==> src/rtl/div4_seq_ctrl.sv <==
// rtl/div4_seq_ctrl.sv - restoring-division sequencer driving an external (WIDTH+1)-bit subtractor.
// Optional zero-divisor trap: define DIV_ZERO_TRAP_EN.
module div4_seq_ctrl #(
    parameter int WIDTH = 4
) (
    input  logic             clk,
    input  logic             rst,
    input  logic             start,
    input  logic [WIDTH-1:0] dividend,
    input  logic [WIDTH-1:0] divisor,
    output logic             ready,
    output logic             busy,
    output logic             done,
    output logic [WIDTH-1:0] quotient,
    output logic [WIDTH-1:0] remainder,
    output logic             div_by_zero,
    output logic [WIDTH:0]   sub_a,
    output logic [WIDTH:0]   sub_b,
    input  logic [WIDTH:0]   sub_diff,
    input  logic             sub_borrow
);

    localparam int CW = (WIDTH > 2) ? $clog2(WIDTH) : 1;

    typedef enum logic [1:0] {
        S_IDLE = 2'd0,
        S_ITER = 2'd1,
        S_DONE = 2'd2
    } state_t;

    state_t           state_q, state_d;
    logic [WIDTH-1:0] r_q, r_d;
    logic [WIDTH-1:0] q_q, q_d;
    logic [WIDTH-1:0] d_q, d_d;
    logic [CW-1:0]    cnt_q, cnt_d;
    logic [WIDTH-1:0] quot_q, quot_d;
    logic [WIDTH-1:0] rem_q, rem_d;
    logic             dbz_q, dbz_d;

    // The partial remainder never exceeds the divisor, so the difference MSB carries no information.
    logic diff_msb_unused;
    assign diff_msb_unused = sub_diff[WIDTH];

    always_ff @(posedge clk or posedge rst) begin
        if (rst) begin
            state_q <= S_IDLE;
            r_q     <= '0;
            q_q     <= '0;
            d_q     <= '0;
            cnt_q   <= '0;
            quot_q  <= '0;
            rem_q   <= '0;
            dbz_q   <= 1'b0;
        end else begin
            state_q <= state_d;
            r_q     <= r_d;
            q_q     <= q_d;
            d_q     <= d_d;
            cnt_q   <= cnt_d;
            quot_q  <= quot_d;
            rem_q   <= rem_d;
            dbz_q   <= dbz_d;
        end
    end

    always_comb begin
        state_d = state_q;
        r_d     = r_q;
        q_d     = q_q;
        d_d     = d_q;
        cnt_d   = cnt_q;
        quot_d  = quot_q;
        rem_d   = rem_q;
        dbz_d   = dbz_q;
        sub_a   = '0;
        sub_b   = '0;

        case (state_q)
            S_IDLE, S_DONE: begin
                state_d = S_IDLE;
                if (start) begin
                    r_d     = '0;
                    q_d     = dividend;
                    d_d     = divisor;
                    cnt_d   = CW'(WIDTH - 1);
                    dbz_d   = (divisor == '0);
                    state_d = S_ITER;
`ifdef DIV_ZERO_TRAP_EN
                    if (divisor == '0) begin
                        quot_d  = '1;
                        rem_d   = dividend;
                        state_d = S_DONE;
                    end
`endif
                end
            end

            S_ITER: begin
                // Shift the next dividend bit into the partial remainder and try the subtraction.
                sub_a = {r_q, q_q[WIDTH-1]};
                sub_b = {1'b0, d_q};
                if (!sub_borrow) begin
                    r_d = sub_diff[WIDTH-1:0];
                    q_d = {q_q[WIDTH-2:0], 1'b1};
                end else begin
                    r_d = sub_a[WIDTH-1:0];
                    q_d = {q_q[WIDTH-2:0], 1'b0};
                end
                if (cnt_q == '0) begin
                    quot_d  = q_d;
                    rem_d   = r_d;
                    state_d = S_DONE;
                end else begin
                    cnt_d = cnt_q - 1'b1;
                end
            end

            default: begin
                state_d = S_IDLE;
            end
        endcase
    end

    assign ready       = (state_q == S_IDLE) || (state_q == S_DONE);
    assign busy        = (state_q == S_ITER);
    assign done        = (state_q == S_DONE);
    assign quotient    = quot_q;
    assign remainder   = rem_q;
    assign div_by_zero = dbz_q;

endmodule

==> config.mk <==
export PLATFORM = sky130hd
export DESIGN_NAME = div4_seq_ctrl
export DESIGN_NICKNAME = d
export VERILOG_FILES = /design/src/rtl/div4_seq_ctrl.sv
export SDC_FILE = /design/constraint.sdc
export NUM_CORES = 1
export LEC_CHECK = 0
export CORE_MARGIN = 5
export CORE_UTILIZATION = 38
export DETAILED_ROUTE_END_ITERATION = 7
export PLACE_DENSITY = 0.69
export SLEW_MARGIN = 20
export SYNTH_ARGS = -nofsm -noshare
export SYNTH_HDL_FRONTEND = slang
export SYNTH_SLANG_ARGS = --single-unit
==> constraint.sdc <==
create_clock -name clk -period 1.78 [get_ports clk]
set_input_delay 0.356 -clock clk [delete_from_list [all_inputs] [get_ports clk]]
set_output_delay 0.356 -clock clk [all_outputs]
set_load 0.005 [all_outputs]
* After elaboration in Yosys (flattened, before gate mapping) *
Cells that the tools add are included.

cells by class
  add/subtract/negate cells = 1
  eq/ne operators = 5
  multiplexer cells = 14
  reduce and logical (&&, ||, !) cells = 10

operators with widths
  operator                                                             number
  4-bit 2-to-1 mux                                                     4
  4-bit one-hot mux with 2 select lines                                2
  2-bit one-hot mux with 2 select lines                                2
  2-bit 2-to-1 mux                                                     3
  2-bit AND reduction                                                  3
  5-bit 2-to-1 mux                                                     1
  2-bit zero test                                                      2
  4-bit zero test                                                      1
  2-bit != test (second input constant)                                2
  3-bit AND reduction                                                  1
  2-bit by 1-bit == test with 1-bit output (second input constant)     1
  2-bit == test (second input constant)                                1
  1-bit 2-to-1 mux                                                     2
  2-bit by 1-bit != test with 1-bit output (second input constant)     1
  2-bit nonzero test                                                   1
  2-bit OR reduction                                                   1
  2-bit by 1-bit subtractor with 2-bit output (second input constant)  1
  1-bit logical OR                                                     1

word-level totals
  bits in registers = 25
  input port bits = 17
  output and inout bits = 22

* Longest topological paths before layout *
Gate-level depths: netlist (run 1).

  depth in word-level cells = 4
  depth in mapped cells = 6

* Worst setup path after synthesis (run 1) *
Ideal clock, no wire load.

  path kind = reg-to-output
  from = reg state_q[1]
  to = out sub_b[0]
  arrival time = 1.017 ns
  path slack = 0.407 ns
  cell stages (with the launch flop) = 5
  buffers on the path = 1
  cells stage by stage = dfrtp_1 > nand2b_2 > inv_2 > buf_2 > and2_1

on the way
  longest elaborated chain between the ends = 2

ends and longest elaborated chain
  what                                      line  source
  start: declaration                        31    state_t state_q, state_d;
  start signal: assignment                  55    state_q <= state_d;
  2-bit by 1-bit == test with 1-bit output  -
  via busy                                  12    output logic busy,
  4-bit 2-to-1 mux                          78    case (state_q)
  end: declaration                          18    output logic [WIDTH:0] sub_b,

The timed path passes the listed nets, and every way through them passes these cells.

* Final worst setup path (run 1) *
  from = reg state_q[0]
  to = out sub_b[2]

on the way
  longest elaborated chain between the ends = 2

ends and longest elaborated chain
  what                                      line
  2-bit by 1-bit == test with 1-bit output  78
  4-bit 2-to-1 mux                          78

Every way passes these cells.

==> results of run 1 <==
==> power by group through the flow <==
stage | registers, µW | logic, µW | clock network, µW
CTS | 991 | 1340 | 260
floorplan | 982 | 642 | 0
detailed placement | 1000 | 1340 | 0
global route | 1020 | 1460 | 284
finish | 987 | 1310 | 250
global placement | 986 | 1310 | 0
==> how the worst max path moves through the flow <==
stage / from / to / slack [ps] / cells past startpoint
6_report: state_q[0]$_DFFE_PP0P_ / sub_b[2] / 60 / 5
3_3_place_gp: state_q[1]$_DFFE_PP0P_ / busy / 80 / 4
5_1_grt: state_q[0]$_DFFE_PP0P_ / sub_b[2] / -20 / 5
2_1_floorplan: state_q[1]$_DFFE_PP0P_ / sub_b[0] / 410 / 4
3_5_place_dp: state_q[1]$_DFFE_PP0P_ / busy / 80 / 4
4_1_cts: state_q[0]$_DFFE_PP0P_ / sub_b[2] / -40 / 5
==> metrics by stage <==
| step | power, µW | setup TNS [ps] | setup slack (ps) |
|---|---|---|---|
| floorplan | 1620 | 0 | 407 |
| global placement | 2290 | 0 | 75.8 |
| CTS | 2590 | -102 | -40.4 |
| detailed placement | 2340 | 0 | 81.9 |
| global route | 2760 | -46.8 | -18.5 |
| finish | 2550 | 0 | 57.4 |
==> what timing repair did <==
action                                  4_1_cts  5_1_grt
hold buffers                                  0        0
endpoints found under the setup margin       12        5
gates resized for setup                      18        5
pin swaps                                     0        0
setup buffers                                 2        0
gates cloned                                  1        0
==> sequential cells by signal, summed over array words and instances (netlist names) <==
| name | count |
|---|---|
| cnt_q | 2 |
| d_q | 4 |
| div_by_zero | 1 |
| q_q | 4 |
| quotient | 4 |
| r_q | 4 |
| remainder | 4 |
| state_q | 2 |
==> worst min-delay path: stages <==
cell and delay, ps:
clkdlybuf4s50_1 400, inv_1 50, buf_4 300
==> metal layers <==
layer | up-vias | share of wire (%) | GRT usage (%)
met1 | 398 | 44 | 15.9
met5 | - | 0 | 0
met4 | 0 | 0.58 | 4.58
met2 | 29 | 45 | 19.2
li1 | 415 | - | -
met3 | 2 | 10 | 5.43
==> synthesized netlist by cell type (2+ instances only) <==
| cell | number |
|---|---|
| a21oi_1 | 2 |
| o2bb2ai_1 | 4 |
| mux2_2 | 8 |
| mux2i_1 | 7 |
| and2_1 | 9 |
| nor3_1 | 2 |
| clkbuf_1 | 2 |
| inv_1 | 5 |
| o21ai_1 | 6 |
| o21ai_0 | 2 |
| dfrtp_1 | 25 |
| nand2_1 | 8 |
==> cell type report <==
type | count | share of cell area, %
Sequential cell | 25 | 39.5
Multi-Input combinational cell | 60 | 27.7
Timing Repair Buffer | 45 | 26.5
Tap cell | 31 | 2.45
Inverter | 6 | 1.58
Clock buffer | 3 | 1.42
Timing Repair inverter | 1 | 0.474
Clock inverter | 1 | 0.316
==> kinds of logic after synthesis <==
family,after synthesis,synth area share [%]
mux,15,14.4
flops,25,56.2
compound gates,15,8.54
buf+inv,11,4.83
simple gates,28,14.6
other cells,1,0.337
fa+ha+maj,1,1.12
==> flow_metrics.py, run 1 <==
metrics = {
    "pwr": {
        "swShare_pct": 34.1,
        "cell_internal_pwr_uw": 1680,
        "p_comb_share_pct": 51.4,
        "p_seq_share_pct": 38.8,
        "switchingPower_uw": 867,
        "ir_worst_vdd_mv": 1.05,
        "power_frac_clock_pct": 9.8,
        "p_per_area_nw_per_um2": 1610,
        "p_leak_uw": 0.000746,
    },
    "die": {
        "die_h_um": 64.1,
        "ioPinCount": 39,
        "core_um2": 2780,
        "die_w_um": 64.1,
        "die_area_um2": 4110,
        "start_util_pct": 40.0,
        "rows": 19,
    },
    "setup_path": {
        "critPathKind": "reg -> out",
        "cp.required_ps": 1420,
        "timing.critical_path.fanout_max": 4,
        "crit_path_end_kind": "primary output",
        "cp_cell_sequence": "nand2b_4 -> clkinvlp_4 -> buf_4 -> and2_1 -> clkbuf_2",
        "timing.rr.end": "q_q[0]$_DFFE_PP0P_",
        "worst_path_largest_cell_delay_ps": 440,
        "slowest_stage": "dfrtp_1",
        "regToRegStartpoint": "state_q[0]$_DFFE_PP0P_",
        "crit_family": "flip-flops",
        "reg2reg_depth": 5,
        "crit_buf_inv": 3,
        "critPathLaunchType": "register",
        "rrSetupSlack_ps": 410,
        "arrival_ps": 1370,
    },
    "synthesis": {
        "ys.flop_type": "dfrtp_1",
        "synthCells": 96,
        "syn_nets": 114,
        "syn_avg_cell_area_um2": 11.6,
        "synth_top_cell_by_area": "dfrtp_1",
        "ys.warnings.count": 0,
        "yosysTopAreaCellShare_pct": 56.2,
        "syn_area_um2": 1110,
        "synth.distinct_cells": 28,
        "synthArstFlopShare_pct": 100,
        "ys_seq_area_share_pct": 56.2,
        "synth_edf_count": 0,
        "synthTopCellsByArea": "dfrtp_1 56%, mux2_2 8.1%, mux2i_1 6.3%, and2_1 5.1%, o2bb2ai_1 3.1%",
        "ys_ff_latch": 25,
    },
    "final_layout": {
        "finalCoreUtilization_pct": 57.0,
        "nFillCells": 257,
        "final_cell_mix": "25 x dfrtp_1, 24 x clkdlybuf4s50_1, 9 x and2_1, 8 x nand2_1, 8 x mux2_2",
        "instances_no_fill": 172,
        "final_nets": 160,
        "final_area_um2": 1580,
        "diodes": 0,
        "area_delta_synth_final_pct": 42.2,
        "layout_commonest_cell": "dfrtp_1",
        "drive_gt1_share_pct": 22.0,
        "multi_input_area_um2": 439,
        "register_area_um2": 626,
    },
    "drt": {
        "drt-wirelength-per-cell_um": 13.9,
        "dr.pass1.iters": 4,
        "drc": 0,
        "vias": 844,
        "drt-total-wl_um": 2400,
        "ant_nets": 0,
        "via_per_inst": 4.91,
        "drt_iter0_markers": 22,
    },
    "sta": {
        "clock_skew_ps": 6.12,
        "drv_slew": 0,
        "whs_ps": 383,
        "setup_viol": 0,
        "period_share_pct": 96.8,
        "fmax_mhz": 581,
        "min_period_ps": 1720,
        "finalHoldViolations": 0,
        "rsz0062_at_grt": "true",
    },
    "place": {
        "dp_hpwl_um": 1830,
        "postPlaceCellArea_um2": 1550,
        "gp_congestion": 0.714,
        "port_buffers": 36,
        "dp_cells": 165,
    },
    "global_route": {
        "first_global_vias": 896,
        "grt_overflow_total": 0,
        "grt_pass1_wl_um": 4130,
        "grt_max_degree": 26,
        "antenna_found_initial": 0,
        "gr-usage-all-layers_pct": 12.6,
    },
    "cts": {
        "numCtsBuffers": 3,
        "cts.reportedPaths.clkPinSlew_ps": 140,
        "clk_latency_ps": 310,
        "clock_path_buffers": 2,
        "htree_num_levels": 1,
        "root_buffer": "clkbuf_4",
        "tritoncts": "done",
        "clkSinkCount": 25,
    },
    "flow_run": {
        "drv_cap": 0,
    },
    "status": {
        "outcome": "finished, final reports clean",
    },
    "worst_hold_path": {
        "hp-class": "in -> async",
    },
}
Power figures use the tool's default switching activity.
==> run 2: changes to the inputs <==
--- a/config.mk
+++ b/config.mk
@@ -5,6 +5,7 @@
 export SDC_FILE = /design/constraint.sdc
 export NUM_CORES = 1
 export LEC_CHECK = 0
+export CAP_MARGIN = 40
 export CORE_MARGIN = 5
 export CORE_UTILIZATION = 38
 export DETAILED_ROUTE_END_ITERATION = 7
==> results of run 2 <==
The final DEF is identical to that of run 1; final timing and power are the same.
==> run 3: changes to the inputs <==
--- a/config.mk
+++ b/config.mk
@@ -6,7 +6,7 @@
 export NUM_CORES = 1
 export LEC_CHECK = 0
 export CAP_MARGIN = 40
-export CORE_MARGIN = 5
+export CORE_MARGIN = 1
 export CORE_UTILIZATION = 38
 export DETAILED_ROUTE_END_ITERATION = 7
 export PLACE_DENSITY = 0.69
==> run 3 against run 2 <==
Net effect:
- flip-flop and latch count unchanged
- fmax decreased by 0.30%
- worst hold slack got worse by 15 ps
- via count increased by 0.95%
- clock power about the same
- highest routed layer unchanged
- largest power group unchanged
- routed wire length decreased by 1.0%
==> flow_metrics.py, run 3 (same netlist as run 1, synthesis figures left out) <==
metrics = {
    "pwr": {
        "finalPower_uw": 2710,
        "ir_worst_vdd_mv": 1.04,
        "p_per_area_nw_per_um2": 1670,
        "p_leak_uw": 0.000774,
    },
    "final_layout": {
        "nFillCells": 250,
        "instances_no_fill": 175,
        "final_nets": 163,
        "area_delta_synth_final_pct": 45.7,
        "layout_commonest_cell": "dfrtp_1",
        "final_area_um2": 1620,
        "drive_gt1_share_pct": 30.6,
        "diodes": 0,
        "final_cell_mix": "25 x dfrtp_1, 24 x clkdlybuf4s50_1, 8 x nand2_1, 8 x mux2_2",
        "finalCoreUtilization_pct": 58.8,
    },
    "sta": {
        "fin_setup_tns_ps": 0,
        "setup_viol": 0,
        "finalHoldViolations": 0,
        "rsz0062_at_grt": "true",
        "fmax_mhz": 579,
        "period_share_pct": 97.1,
        "min_period_ps": 1730,
        "clock_skew_ps": 11.8,
        "drv_slew": 0,
    },
    "setup_path": {
        "critPathKind": "reg -> out",
        "rrSetupSlack_ps": 400,
        "crit_path_end_kind": "primary output",
        "timing.critical_path.fanout_max": 4,
        "arrival_ps": 1370,
        "cp.required_ps": 1420,
        "critPathLaunchType": "register",
    },
    "die": {
        "die_w_um": 56.1,
        "die_area_um2": 3150,
        "rows": 19,
        "ioPinCount": 39,
        "core_um2": 2760,
        "die_h_um": 56.1,
        "start_util_pct": 40.4,
    },
    "drt": {
        "drt_iter0_markers": 20,
        "drc": 0,
        "dr.pass1.iters": 4,
        "drt-total-wl_um": 2370,
        "via_per_inst": 4.87,
        "ant_nets": 0,
        "vias": 852,
        "drt-wirelength-per-cell_um": 13.6,
    },
    "flow_run": {
        "drv_cap": 0,
    },
    "worst_hold_path": {
        "hp-class": "in -> async",
    },
    "place": {
        "port_buffers": 36,
        "postPlaceCellArea_um2": 1550,
        "dp_hpwl_um": 1680,
        "gp_congestion": 0.721,
        "dp_cells": 165,
    },
    "cts": {
        "cts-hold-fix-buffers": 0,
        "clkSinkCount": 25,
        "cts.reportedPaths.clkPinSlew_ps": 140,
        "numCtsBuffers": 3,
        "clock_path_buffers": 2,
        "clk_latency_ps": 320,
        "htree_num_levels": 1,
        "tritoncts": "done",
        "root_buffer": "clkbuf_4",
    },
    "global_route": {
        "first_global_vias": 865,
        "grt_overflow_total": 0,
        "grt_max_degree": 26,
        "grt_pass1_wl_um": 4030,
        "antenna_found_initial": 0,
        "gr-usage-all-layers_pct": 16.6,
    },
    "status": {
        "outcome": "finished, final reports clean",
    },
}
[run 3: worst paths after layout]
check / end / depth (start not counted) / start
setup / recovery: sub_a[2] / 5 / state_q[0]$_DFFE_PP0P_
max in group asynchronous: cnt_q[0]$_DFFE_PP0P_ / 3 / rst
hold / removal: r_q[0]$_DFFE_PP0P_ / 3 / rst
min in group clk: cnt_q[0]$_DFFE_PP0P_ / 1 / cnt_q[0]$_DFFE_PP0P_
setup reg to reg: q_q[0]$_DFFE_PP0P_ / 6 / state_q[1]$_DFFE_PP0P_
hold reg to reg: cnt_q[0]$_DFFE_PP0P_ / 1 / cnt_q[0]$_DFFE_PP0P_
[run 3: cell type report]
cell class / count / area, µm² / share of cell area, %
Inverter: 6 / 27.5 / 1.70
Multi-Input combinational cell: 60 / 449 / 27.7
Clock buffer: 3 / 22.5 / 1.39
Timing Repair inverter: 1 / 7.51 / 0.463
Timing Repair Buffer: 48 / 447 / 27.5
Clock inverter: 1 / 5.00 / 0.308
Tap cell: 31 / 38.8 / 2.39
Sequential cell: 25 / 626 / 38.6
[run 3: repair_timing]
| action | CTS | global route |
|---|---|---|
| pin swaps | 0 | 0 |
| gates resized for setup | 27 | 21 |
| endpoints found under the setup margin | 12 | 10 |
| gates cloned | 1 | 0 |
| setup buffers | 6 | 0 |
[run 3: metrics by stage]
step                      hold slack, ps  setup slack (ps)
after global placement               458              92.2
after floorplan                      383               407
after detailed placement             473              79.2
after global routing                 384             -35.9
after CTS                            374             -29.4
final                                368              52.3
[run 3: critical path, cell delays in order (launching register included)]
cell and delay [ps]:
dfrtp_1 430, nand2b_4 100, clkinvlp_4 150, buf_6 150
and2_4 140, buf_6 100
[run 3: report_power, final]
group | switching (µW) | internal, µW | total [µW]
registers | 162 | 834 | 996
clock network | 166 | 83.9 | 250
logic | 581 | 881 | 1460
total | 910 | 1800 | 2710
[run 3: routing by layer]
| metal | wire length, µm | GRT usage, % | vias to the layer above |
|---|---|---|---|
| met5 | 0 | 0 | - |
| met4 | 14 | 5.23 | 0 |
| met3 | 140 | 3.72 | 2 |
| met2 | 1160 | 26.4 | 31 |
| met1 | 1060 | 22.5 | 400 |
| li1 | - | - | 419 |
